### config.mk
export PLATFORM = sky130hd
export DESIGN_NAME = imem_loader
export DESIGN_NICKNAME = d
export VERILOG_FILES = /design/src/rtl/imem_loader.sv
export SDC_FILE = /design/constraint.sdc
export NUM_CORES = 1
export LEC_CHECK = 0
export BUFFER_PORTS_ARGS = -buffer_cell sky130_fd_sc_hd__buf_2
export CAP_MARGIN = 20
export CORE_ASPECT_RATIO = 0.7
export CORE_MARGIN = 4
export CORE_UTILIZATION = 40
export CTS_BUF_LIST = sky130_fd_sc_hd__clkbuf_8
export CTS_CLUSTER_DIAMETER = 40
export DETAILED_ROUTE_END_ITERATION = 8
export GPL_TIMING_DRIVEN = 1
export REMOVE_ABC_BUFFERS = 1
export SLEW_MARGIN = 10
export SYNTH_ARGS = -nofsm -noshare
export SYNTH_HDL_FRONTEND = slang
export SYNTH_SLANG_ARGS = --single-unit
### constraint.sdc
create_clock -name CLK -period 2.5 [get_ports CLK]
set_input_delay 0.25 -clock CLK [delete_from_list [all_inputs] [get_ports CLK]]
set_output_delay 0.25 -clock CLK [all_outputs]
set_load 0.02 [all_outputs]
### src/rtl/imem_loader.sv
// UART-framed instruction-memory loader: parses SYNC/count/data/checksum frames,
// writes assembled 32-bit words to the memory and holds the core off it meanwhile.
module imem_loader #(
  parameter logic [7:0] SYNC_BYTE = 8'hA5,
  parameter int         DEPTH     = 64,
  parameter int         TIMEOUT   = 100000
) (
  input  logic        CLK,
  input  logic        RST_N,
  input  logic [7:0]  rx_data,
  input  logic        rx_valid,
  input  logic [31:0] pc,
  output logic        imem_we,
  output logic [31:0] imem_addr,
  output logic [31:0] imem_wd,
  output logic        core_hold,
  output logic        busy,
  output logic        load_done,
  output logic        load_err
);

  localparam int AW = (DEPTH > 1) ? $clog2(DEPTH) : 1;
  localparam int TW = $clog2(TIMEOUT + 1);

  typedef enum logic [1:0] {IDLE, COUNT, DATA, CHECK} state_t;

  state_t          state_q, state_d;
  logic [AW-1:0]   last_q, last_d;          // N-1, so a full DEPTH frame fits in AW bits
  logic [AW-1:0]   word_idx_q, word_idx_d;
  logic [AW-1:0]   word_idx_wr_q, word_idx_wr_d;
  logic [1:0]      byte_idx_q, byte_idx_d;
  logic [7:0]      csum_q, csum_d;
  logic [31:0]     word_q, word_d;
  logic [31:0]     wd_q, wd_d;
  logic [TW-1:0]   gap_q, gap_d;
  logic            we_q, we_d;
  logic            hold_q, hold_d;
  logic            done_q, done_d;
  logic            err_q, err_d;

  always_comb begin
    // NOTE: every next-state variable is defaulted first so no path infers a latch.
    state_d       = state_q;
    last_d        = last_q;
    word_idx_d    = word_idx_q;
    word_idx_wr_d = word_idx_wr_q;
    byte_idx_d    = byte_idx_q;
    csum_d        = csum_q;
    word_d        = word_q;
    wd_d          = wd_q;
    hold_d        = hold_q;
    we_d          = 1'b0;
    done_d        = 1'b0;
    err_d         = 1'b0;
    gap_d         = (state_q == IDLE || rx_valid) ? '0 : gap_q + TW'(1);

    unique case (state_q)
      IDLE: begin
        if (rx_valid && rx_data == SYNC_BYTE) begin
          state_d = COUNT;
          hold_d  = 1'b1;
        end
      end
      COUNT: begin
        if (rx_valid) begin
          if (rx_data == 8'd0 || int'(rx_data) > DEPTH) begin
            err_d   = 1'b1;
            state_d = IDLE;
          end else begin
            last_d     = AW'(int'(rx_data) - 1);
            word_idx_d = '0;
            byte_idx_d = '0;
            csum_d     = '0;
            state_d    = DATA;
          end
        end
      end
      DATA: begin
        if (rx_valid) begin
          word_d[{byte_idx_q, 3'b000} +: 8] = rx_data;
          csum_d     = csum_q ^ rx_data;
          byte_idx_d = byte_idx_q + 2'd1;
          if (byte_idx_q == 2'd3) begin
            we_d          = 1'b1;
            wd_d          = {rx_data, word_q[23:0]};
            word_idx_wr_d = word_idx_q;
            word_idx_d    = word_idx_q + AW'(1);
            if (word_idx_q == last_q) state_d = CHECK;
          end
        end
      end
      CHECK: begin
        if (rx_valid) begin
          state_d = IDLE;
          if (rx_data == csum_q) begin
            done_d = 1'b1;
            hold_d = 1'b0;
          end else begin
            err_d = 1'b1;
          end
        end
      end
      default: state_d = IDLE;
    endcase

    // Stalled stream: abandon the frame but keep the core held off a partial image.
    if (state_q != IDLE && !rx_valid && gap_q == TW'(TIMEOUT - 1)) begin
      err_d   = 1'b1;
      state_d = IDLE;
      gap_d   = '0;
    end
  end

  // NOTE: sequential state uses non-blocking assignments so all registers update together.
  always_ff @(posedge CLK or negedge RST_N) begin
    if (!RST_N) begin
      state_q       <= IDLE;
      last_q        <= '0;
      word_idx_q    <= '0;
      word_idx_wr_q <= '0;
      byte_idx_q    <= '0;
      csum_q        <= '0;
      word_q        <= '0;
      wd_q          <= '0;
      gap_q         <= '0;
      we_q          <= 1'b0;
      hold_q        <= 1'b0;
      done_q        <= 1'b0;
      err_q         <= 1'b0;
    end else begin
      state_q       <= state_d;
      last_q        <= last_d;
      word_idx_q    <= word_idx_d;
      word_idx_wr_q <= word_idx_wr_d;
      byte_idx_q    <= byte_idx_d;
      csum_q        <= csum_d;
      word_q        <= word_d;
      wd_q          <= wd_d;
      gap_q         <= gap_d;
      we_q          <= we_d;
      hold_q        <= hold_d;
      done_q        <= done_d;
      err_q         <= err_d;
    end
  end

  assign imem_we   = we_q;
  assign imem_wd   = wd_q;
  assign imem_addr = hold_q ? 32'({word_idx_wr_q, 2'b00}) : pc;
  assign core_hold = hold_q;
  assign busy      = (state_q != IDLE);
  assign load_done = done_q;
  assign load_err  = err_q;

endmodule

# Word level (Yosys, flattened, before mapping)

Cells that the tools add are included.

Bits in registers: 115
Logic and storage cells: 104
Input port bits: 43

$lt $le $gt $ge: 1
Shift operators: 2
Bitwise logic cells: 2
Add/subtract/negate cells: 5
Equal/unequal tests: 21
Mux-type cells: 42
Reductions and logical operators: 18

Operators with widths:

| cell                   | number |
|---|---|
| $mux 17                | 2 |
| $bwmux 32              | 1 |
| $mux 32                | 1 |
| $shift 8x7->32 const A | 1 |
| $shiftx 8x7->32        | 1 |
| $mux 6                 | 4 |
| $mux 8                 | 3 |
| $mux 2                 | 11 |
| $add 17x1->17 const B  | 1 |
| $eq 17x17->1 const B   | 1 |
| $pmux 8 s2             | 1 |
| $ne 3x3->1 const B     | 5 |
| $mux 1                 | 14 |
| $ne 2x2->1 const B     | 6 |
| $pmux 6 s2             | 1 |
| $eq 8x8->1             | 1 |
| $eq 8x8->1 const B     | 1 |
| $gt 8x7->1 const B     | 1 |
| $logic_not 8->1        | 1 |
| $pmux 2 s4             | 1 |
| $reduce_and 4->1       | 2 |
| $xor 8x8->8            | 1 |
| $neg 5->7              | 1 |
| $add 6x1->6 const B    | 1 |
| 19 further kinds       | 28 |

# Depth between registers and ports, before layout

Gate-level depths: netlist of run 1.

Word-level depth: 6
Mapped depth: 7
Gate-level depth less buffers: 6

# Least setup slack after synthesis of run 1

Ideal clock, no wire load.

Path kind: input port to flip-flop
From: input port rx_data[0]
To: register last_q[3]
Required time: 2.375 ns
Cell stages on the path: 7
Arrival: 2.087 ns
Path buffers: 1
Slack: 0.288 ns
Library setup time: 0.125 ns
Path through: inv_1 -> ha_1 -> or4b_4 -> o21a_1 -> nor4_2 -> buf_2 -> mux2_2

Longest elaborated chain between the ends: 4
Elaborated cells between the ends (all ways): 6
Classes of those cells: 1 x add/sub; 1 x order compare; 1 x bitwise; 3 x reduce/logical

Ends and longest elaborated chain:

| item                                                 | RTL line | text |
|---|---|---|
| start, declared                                      | 10       | `input logic [7:0] rx_data,` |
| $gt 8x7->1 / $logic_not 8->1 (equally long branches) | 66       | `if (rx_data == 8'd0 \|\| int'(rx_data) > DEPTH) begin` |
| $logic_or 1x1->1                                     | 66       |  |
| $not 1->1 (no line)                                  | n/a      |  |
| $reduce_and 3->1 (no line)                           | n/a      |  |
| end signal, assigned                                 | 132      | `last_q <= last_d;` |
| end, declared                                        | 28       | `logic [AW-1:0] last_q, last_d;` |

Several ways; a longest one is shown, not always the timed one.
A chain may end at the register's enable or synchronous reset.

# Final worst setup path of run 1

From: input port rx_data[0]
To: register csum_q[0]

Longest elaborated chain between the ends: 4
Elaborated cells between the ends (all ways): 8
Classes of those cells: 1 x order compare; 1 x eq/ne; 2 x mux; 1 x bitwise; 3 x reduce/logical

Ends and longest elaborated chain:

| item                                                 | RTL line | text |
|---|---|---|
| $gt 8x7->1 / $logic_not 8->1 (equally long branches) | 66       |  |
| $logic_or 1x1->1                                     | 66       |  |
| $ne 2x2->1 (no line)                                 | n/a      |  |
| $reduce_and 4->1 (no line)                           | n/a      |  |
| end signal, assigned                                 | 136      | `csum_q <= csum_d;` |
| end, declared                                        | 32       | `logic [7:0] csum_q, csum_d;` |

Several ways; a longest one is shown, not always the timed one. The select of a mux whose other input is x is not followed.

==> results_dict.tcl, run 1 <==
set metrics [dict create \
    grt_use_total_pct 17.3 \
    synthArstFlopShare_pct 100 \
    grt-ovfl-total 0 \
    ios 112 \
    syn_inst 580 \
    cp-start-kind "input port" \
    fmax_ghz 0.475 \
    die_x_um 145 \
    fp.dieH_um 104 \
    crit_family "simple AND/OR/NAND/NOR gates" \
    synth.avg_cell_area_um2 9.06 \
    grt_max_degree 62 \
    clock_path_buffers 2 \
    grt_pass1_wl_um 21700 \
    end_kind "flip-flop" \
    via_count 4303 \
    cp.arrival_ns 2.36 \
    root_buffer "clkbuf_8" \
    slowest_stage "or4_1" \
    drc 0 \
    clock_sinks 107 \
    ys_ff_latch 107 \
    cp_num_buf_inv 2 \
    tightest_slew_ns 0.785 \
    min_path_type "input port to flip-flop" \
    period_needed_ns 2.10 \
    nFillCells 1201 \
    core_area_um2 12600 \
    yosys_warnings 0 \
    drv_cap 0 \
    dpl_worst_slack_ns 0.0361 \
    port_buffers 111 \
    clk_latency_ns 0.38 \
    hold_slack_ns 0.195 \
    cp_cell_sequence "buf_2, inv_1, ha_1, or4b_4, o21a_1, or4_1, a221o_1" \
    cts_tree "yes" \
    via_per_inst 5.03 \
    synthTopCellsByArea "dfrtp_1 51%, nand2_1 13%, nor2b_1 3.6%" \
    yosys.cell_types.count 45 \
    r2r_end "csum_q[0]" \
    clk_pin_slew_worst_paths_ns 0.11 \
    worstReg2RegStart "state_q[1]" \
    htreeDepth 3 \
    drtIter0Drc 188 \
    powerDensity_nw_per_um2 495 \
    setup_viol 0 \
    status "finished, final reports clean" \
    cts_made_buffers 9 \
    cp_num_cells 7 \
    start_util_pct 41.6 \
    final_cells 855 \
    final-hold-violation-count 0 \
    wl_per_cell_um 15.0 \
    synth_top_flop_cell "dfrtp_1" \
    slowest_delay_ns 0.66 \
    synth_top_area_share_pct 50.9 \
    fin_skew_ns 0.0157 \
    synth_edf_count 0 \
    drive_gt1_share_pct 24.5 \
    crit_end "csum_q[0]" \
    firstDrtPassIters 6 \
    fin_crit_sh_pct 84.1 \
    nets 741 \
    reg2reg_depth 3 \
    ir_worst_vdd_uv 260 \
    setup.worst_path.start "rx_data[0]" \
    post-place-cells 838 \
    wirelength_um 12800 \
    dp_hpwl_um 9400 \
    antenna-diode-count 0 \
    dieArea_um2 15100 \
    area_delta_synth_final_pct 18.8 \
    yosys.area.top_type "dfrtp_1" \
    antenna_found_initial 1 \
    setup_ws_ns 0.396 \
    final_antenna_net_count 0 \
    rows 34 \
    rsz0062_at_grt "false" \
    path_max_fanout 8 \
    worst-setup-path-type "input port to flip-flop" \
    seq_area_frac_synth_pct 50.9 \
    ys_top_cells_by_count "183 x nand2_1, 107 x dfrtp_1, 36 x o21ai_0" \
    slew_headroom_pct 47.7 \
    total_power_mw 3.09 \
    reg2reg_setup_slack_ns 0.47 \
    synth_area_um2 5260 \
    first_global_vias 4235 \
    yosysMostFrequentCell "nand2_1" \
    gp_congestion 0.850 \
    finalMaxSlewViolations 0 \
    critPathRequiredTime_ns 2.76 \
    leakagePower_nw 3.16 \
]
cell type report:
class | instances | area, um2 | area share (%)
clock inverter | 7 | 75.1 | 1.20
tap | 162 | 203 | 3.25
multi-input combinational | 425 | 2390 | 38.3
inverter | 14 | 52.6 | 0.842
sequential | 107 | 2680 | 42.9
clock buffer | 9 | 124 | 1.98
timing repair buffer | 131 | 723 | 11.6
layer usage:
metal  vias to the layer above  track usage, %  wire length, um
met5                         -               0               13
met4                         2            5.22              202
met3                        21            3.57              535
met2                        98            27.2             5860
met1                      2031            24.2             6170
li1                       2151               -                -
placed cells by master, fill, tap and decap left out, types with 4 or more instances in the layout:
cell type  synthesis  routed
a21oi_1            9       9
a22o_1             5       5
a31o_2             8       8
buf_2              2     110
buf_4              0      19
clkbuf_8           0       9
dfrtp_1          107     107
ha_1              10      10
inv_1             14      15
mux2_2            11      11
mux2i_1            5       5
nand2_1          183     183
nand3_1           16      16
nand4_1            8       8
nor2_1            15      15
nor2b_1           30      30
nor3_1             8       8
nor3b_1            4       4
nor4_1             6       6
o21ai_0           36      36
o31ai_1            4       4
or3_1              6       6
xnor2_1           13      13
xor2_1            16      16
timing repair:
action,4_1_cts,5_1_grt
hold endpoints to repair,59,0
setup buffers,0,0
gates resized for setup,0,0
hold buffers,1,0
logic make-up after synthesis:
group                    after synthesis  synth area share (%)
buffers and inverters                 48                  3.62
adder cells (fa/ha/maj)               10                  2.38
XOR/XNOR                              29                  4.83
flip-flops                           107                  50.9
AND/OR/NAND/NOR                      297                  26.2
multiplexers                          16                  3.31
AO/OA/AOI/OAI                         73                  8.69
how the worst min path moves through the flow:
stage | startpoint | endpoint | slack [ns] | depth (start not counted)
2_1_floorplan | RST_N | byte_idx_q[0] | -0.05 | 0
3_3_place_gp | RST_N | imem_wd[6] | 0.38 | 1
3_5_place_dp | RST_N | imem_wd[7] | 0.39 | 1
4_1_cts | rx_data[7] | imem_wd[31] | 0.19 | 3
5_1_grt | rx_data[6] | imem_wd[30] | 0.21 | 3
6_report | rx_data[7] | imem_wd[31] | 0.20 | 3
per-stage QoR:
step	TNS [ns]	instance area (um2)	util, %
after floorplan	-19.48	5120	-
after global placement	0	6040	47.8
after detailed placement	0	6040	47.8
after CTS	0	6240	49.4
after global routing	0	6240	49.4
final	0	6240	49.4
sequential cells by signal (all words and copies together), names as in the netlist:
name / cells
imem_we: 1
last_q: 6
csum_q: 8
word_idx_q: 6
gap_q: 17
word_q: 24
load_err: 1
imem_wd: 32
core_hold: 1
load_done: 1
byte_idx_q: 2
state_q: 2
word_idx_wr_q: 6
worst register-to-register path, cell delays in order, from the launching register on:
cell and delay [ns]:
dfrtp_1 0.50, or2_2 0.38, or4_1 0.69, a221o_1 0.36
report_power, final:
part           internal (mW)  switching (mW)
logic                 0.0918           0.145
registers               1.75          0.0179
clock network          0.473           0.614
total                   2.31           0.776
(Power assumes the default switching activity.)
==> run 2, diff against run 1 <==
Settings changed: ABC_AREA set to 1.
Clock period 2.5 ns to 1.7 ns, I/O delays scaled along.
==> run 2 against run 1 <==
Effect of this change: critical path depth fell by 4; setup slack got worse by 0.30 ns; die area up 4.1%; routed wire length rose by 4.1%; worst hold slack worse by 0.037 ns; sequential cell count unchanged; via count grew 9.1%; highest routed layer is now met4.
==> results_dict.tcl, run 2 <==
set metrics [dict create \
    largest_reg_flops 32 \
    synth_area_um2 5490 \
    post-place-cells 966 \
    synthTopCellsByArea "dfrtp_1 49%, nand2_1 9.1%, inv_1 7.6%" \
    via_per_inst 4.74 \
    seq_area_um2 2680 \
    drv_cap 0 \
    slew_headroom_pct 73.1 \
    worstReg2RegStart "gap_q[6]" \
    end_kind "output port" \
    first_global_vias 4498 \
    fin_crit_sh_pct 94.2 \
    r2r_end "state_q[0]" \
    ys_top_cells_by_count "133 x nand2_1, 111 x inv_1, 107 x dfrtp_1" \
    finalMaxSlewViolations 0 \
    setup_viol 0 \
    clk_latency_ns 0.37 \
    dieArea_um2 15700 \
    root_buffer "clkbuf_8" \
    synth.avg_cell_area_um2 8.11 \
    status "finished, final reports clean" \
    multi_input_area_um2 2250 \
    critPathRequiredTime_ns 1.53 \
    fp.dieH_um 106 \
    fin_skew_ns 0.00599 \
    synth_edf_count 0 \
    die_x_um 148 \
    clk_pin_slew_worst_paths_ns 0.10 \
    powerDensity_nw_per_um2 1160 \
    wl_per_cell_um 13.4 \
    min_path_type "input port to flip-flop" \
    crit_end "imem_addr[5]" \
    nFillCells 1311 \
    cts_tree "yes" \
    period_needed_ns 1.60 \
    leakagePower_nw 3.53 \
    drive_gt1_share_pct 23.6 \
    core_area_um2 13300 \
    rsz0062_at_grt "false" \
    path_max_fanout 17 \
    grt-ovfl-total 0 \
    yosys.area.top_type "dfrtp_1" \
    drtIter0Drc 331 \
    seq_area_frac_synth_pct 48.8 \
    reg2reg_setup_slack_ns 0.14 \
    ys_ff_latch 107 \
    gp_congestion 0.918 \
    firstDrtPassIters 4 \
    clock_sinks 107 \
    port_buffers 111 \
    area_delta_synth_final_pct 21.2 \
    via_count 4695 \
    synthArstFlopShare_pct 100 \
    synth_top_area_share_pct 48.8 \
    final-hold-violation-count 0 \
    final_cells 990 \
    cp.arrival_ns 1.43 \
    clock_path_buffers 2 \
    cp-start-kind "flip-flop" \
    start_util_pct 41.2 \
    yosys_warnings 0 \
    cts_made_buffers 9 \
    drc 0 \
    synth_top_flop_cell "dfrtp_1" \
    dp_hpwl_um 9810 \
    wirelength_um 13300 \
    worst-setup-path-type "flip-flop to output port" \
    ios 112 \
    syn_inst 677 \
    nets 853 \
    antenna-diode-count 0 \
    grt_max_degree 55 \
    layout_commonest_cell "nand2_1" \
    rows 35 \
    tightest_slew_ns 0.403 \
    final_antenna_net_count 0 \
    reg2reg_depth 9 \
    htreeDepth 3 \
    setup.worst_path.start "core_hold" \
    ir_worst_vdd_uv 620 \
    final.setup.tns_ns 0 \
    fmax_ghz 0.625 \
    antenna_found_initial 0 \
    grt_use_total_pct 17.3 \
    yosysMostFrequentCell "nand2_1" \
    mostFrequentLayoutCells "133 x nand2_1, 111 x inv_1, 110 x buf_2" \
    yosys.cell_types.count 36 \
    grt_pass1_wl_um 22200 \
]
## run 2: cell count changes after synthesis, moves of 20 or more
| cell | previous run | this run |
|---|---|---|
| nor2b_1 | 30 | 0 |
| inv_1 | 14 | 111 |
| nand3_1 | 16 | 43 |
| nor2_1 | 15 | 76 |
| clkbuf_1 | 29 | 8 |
| o21ai_0 | 36 | 58 |
| o21ai_1 | 0 | 20 |
| nand2_1 | 183 | 133 |
## run 2: final cells by class
type,instances,area share [%]
well taps,185,3.48
clock inverters,7,1.45
repair buffers,135,12.6
multi-input cells,432,33.8
inverters,115,6.53
clock buffers,9,1.86
flip-flops and latches,107,40.3
## run 2: cells by family (layout without fill, tap and decap cells)
family | Yosys count | after routing | share of synthesized area (%)
simple gates | 307 | 307 | 25.8
xor+xnor | 17 | 17 | 2.71
buf+inv | 138 | 266 | 10.6
mux | 5 | 5 | 1.03
fa+ha+maj | 10 | 10 | 2.28
flops | 107 | 107 | 48.8
compound gates | 93 | 93 | 8.80
## run 2: what timing repair did
action	in CTS	in global routing
buffers inserted	0	6
gates resized for setup	0	9
hold buffers	1	0
endpoints found under the setup margin	0	34
endpoints found under the hold margin	24	0
## run 2: per-stage QoR
| stage | hold WS, ns | setup WS (ns) | util, % | instance area (um2) | power [mW] |
|---|---|---|---|---|---|
| after CTS | 0.131 | 0.0163 | 49.0 | 6520 | 7.68 |
| final | 0.158 | 0.0992 | 50.0 | 6650 | 7.69 |
| after detailed placement | 0.133 | 0.104 | 47.2 | 6290 | 5.92 |
| after global placement | 0.128 | 0.125 | 47.2 | 6290 | 5.83 |
| after global routing | 0.156 | 0.00719 | 50.0 | 6650 | 8.26 |
| after floorplan | -0.126 | 0.0350 | - | 5340 | 5.02 |
## run 2: critical path, stage by stage (launching register included)
cell and delay, ns:
dfrtp_2 0.41, buf_12 0.15, mux2_2 0.34, buf_2 0.16
## run 2: report_power, final
group	leakage [nW]	internal, mW	switching (mW)	total, mW
logic	1.99	0.904	1.63	2.53
clock network	0.114	0.842	0.910	1.75
registers	1.42	3.10	0.303	3.40
total	3.53	4.85	2.84	7.69
## run 2: worst min path at each step
stage,from,endpoint,slack [ns],cells past startpoint
after floorplan,RST_N,byte_idx_q[0],-0.13,0
after global routing,rx_valid,load_done,0.16,3
final,rx_data[5],word_q[5],0.16,3
after global placement,RST_N,imem_wd[0],0.13,1
after detailed placement,RST_N,imem_wd[0],0.13,1
after CTS,rx_valid,load_done,0.13,3
## run 2: per-layer routing
metal,up-vias,track usage (%),wire length (um)
met4,0,3.30,101
met5,-,0,0
met2,121,26.9,5950
met3,9,3.58,686
li1,2387,-,-
met1,2178,25.2,6570
==> run 3, diff against run 2 <==
Settings changed: CELL_PAD_IN_SITES_DETAIL_PLACEMENT set to 1, CELL_PAD_IN_SITES_GLOBAL_PLACEMENT set to 2, CORE_UTILIZATION 40 to 30, PLACE_DENSITY_LB_ADDON set to 0.1.
==> run 3 against run 2 <==
Effect of this change: via count rose by 3.0%; routed wire length rose by 23%; clock-buffer cell count rose by 1; critical endpoint is now imem_addr[7]; sequential cell count did not move.
==> results_dict.tcl, run 3 (same netlist as run 2, synthesis figures left out) <==
set metrics [dict create \
    status "finished, final reports clean" \
    area_delta_synth_final_pct 23.8 \
    setup_viol 0 \
    final_cells 1052 \
    finalCoreUtilization_pct 37.7 \
    root_buffer "clkbuf_8" \
    via_per_inst 4.60 \
    layout_commonest_cell "nand2_1" \
    via_count 4835 \
    wirelength_um 16400 \
    rsz0062_at_grt "false" \
    cp-start-kind "flip-flop" \
    path_max_fanout 9 \
    die_x_um 170 \
    grt_pass1_wl_um 26700 \
    crit_family "flip-flops" \
    fmax_ghz 0.614 \
    placed_cell_area_um2 6440 \
    final_antenna_net_count 0 \
    first_global_vias 5016 \
    fp.dieH_um 121 \
    reg2reg_depth 8 \
    dieArea_um2 20600 \
    cts_made_buffers 9 \
    ios 112 \
    slowest_delay_ns 0.44 \
    largest_reg_flops 32 \
    grt_max_degree 45 \
    leakagePower_nw 3.58 \
    final-hold-violation-count 0 \
    firstDrtPassIters 6 \
    fin_area_um2 6790 \
    cp.arrival_ns 1.46 \
    rows 41 \
    mostFrequentLayoutCells "133 x nand2_1, 110 x inv_1, 109 x buf_2" \
    total_power_mw 7.71 \
    min_path_type "input port to flip-flop" \
    grt_use_total_pct 16.3 \
    antenna_found_initial 0 \
    dpl_worst_slack_ns 0.112 \
    clk_pin_slew_worst_paths_ns 0.11 \
    final.setup.tns_ns 0 \
    cts_tree "yes" \
    worst-setup-path-type "flip-flop to output port" \
    cp_num_cells 3 \
    post-place-cells 1025 \
    fin_crit_sh_pct 95.8 \
    finalMaxSlewViolations 0 \
    powerDensity_nw_per_um2 1140 \
    hold_slack_ns 0.104 \
    nFillCells 2250 \
    clk_latency_ns 0.39 \
    setup_ws_ns 0.0722 \
    slew_headroom_pct 70.4 \
    drc 0 \
    nets 864 \
    drv_cap 0 \
    ir_worst_vdd_uv 408 \
    end_kind "output port" \
    clock_sinks 107 \
    port_buffers 111 \
    htreeDepth 3 \
    core_area_um2 18000 \
    slowest_stage "dfrtp_2" \
    clock_path_buffers 2 \
    drive_gt1_share_pct 24.8 \
    reg2reg_setup_slack_ns 0.16 \
    cp_cell_sequence "buf_12, mux2_2, buf_2" \
    wl_per_cell_um 15.5 \
    grt-ovfl-total 0 \
    tightest_slew_ns 0.444 \
    hold_depth 3 \
    critPathRequiredTime_ns 1.53 \
    gp_congestion 0.798 \
    dp_hpwl_um 12200 \
    cp_num_buf_inv 2 \
    drtIter0Drc 236 \
    period_needed_ns 1.63 \
    start_util_pct 30.5 \
    fin_skew_ns 0.0194 \
    antenna-diode-count 0 \
]
[run 3: cell types whose count changed in the layout (fill, tap and decap cells not counted), sizes merged]
cell	previous run	this run
bufbuf	0	1
inv	118	116
clkinv	2	4
clkinvlp	0	1
buf	133	144
bufinv	2	0
[run 3: what timing repair did]
action | 4_1_cts | 5_1_grt
buffers inserted | 2 | 7
gates cloned | 1 | 0
hold buffers | 1 | 0
resized for setup | 1 | 9
pin swaps | 0 | 2
endpoints found under the hold margin | 24 | 0
setup endpoints to repair | 5 | 10
[run 3: report_power, final]
part	internal [mW]	leakage [nW]	switching, mW
clock	0.606	0.100	1.00
sequential	3.10	1.42	0.306
combinational	0.962	2.05	1.74
total	4.67	3.58	3.05
[run 3: path summary, 6_finish.rpt]
| kind | start | end |
|---|---|---|
| min reg2reg | gap_q[0] | gap_q[0] |
| min in group asynchronous | RST_N | imem_wd[16] |
| max reg2reg | gap_q[0] | gap_q[10] |
| min | rx_valid | load_done |
| max in group asynchronous | RST_N | state_q[1] |
| max | core_hold | imem_addr[7] |
[run 3: layer usage]
| layer | part of all wire [%] | routed length [um] | GRT usage, % |
|---|---|---|---|
| met2 | 45 | 7330 | 25.2 |
| met1 | 51 | 8290 | 24.1 |
| met3 | 3.5 | 576 | 2.90 |
| met4 | 0.98 | 160 | 3.32 |
| met5 | 0 | 0 | 0 |
[run 3: final cells by class]
type	instances	area (um2)	area share, %
Sequential cell	107	2680	39.5
Clock buffer	10	138	2.03
Tap cell	236	295	4.35
Inverter	115	438	6.45
Timing Repair Buffer	146	938	13.8
Multi-Input combinational cell	432	2250	33.1
Clock inverter	6	57.6	0.847
[run 3: worst reg2reg max path: cells and delay by family (launching register included)]
kind	cells	cell delay (ns)
simple gates	5	0.62
flops	1	0.39
fa+ha+maj	1	0.22
xor+xnor	1	0.16
buf+inv	1	0.09
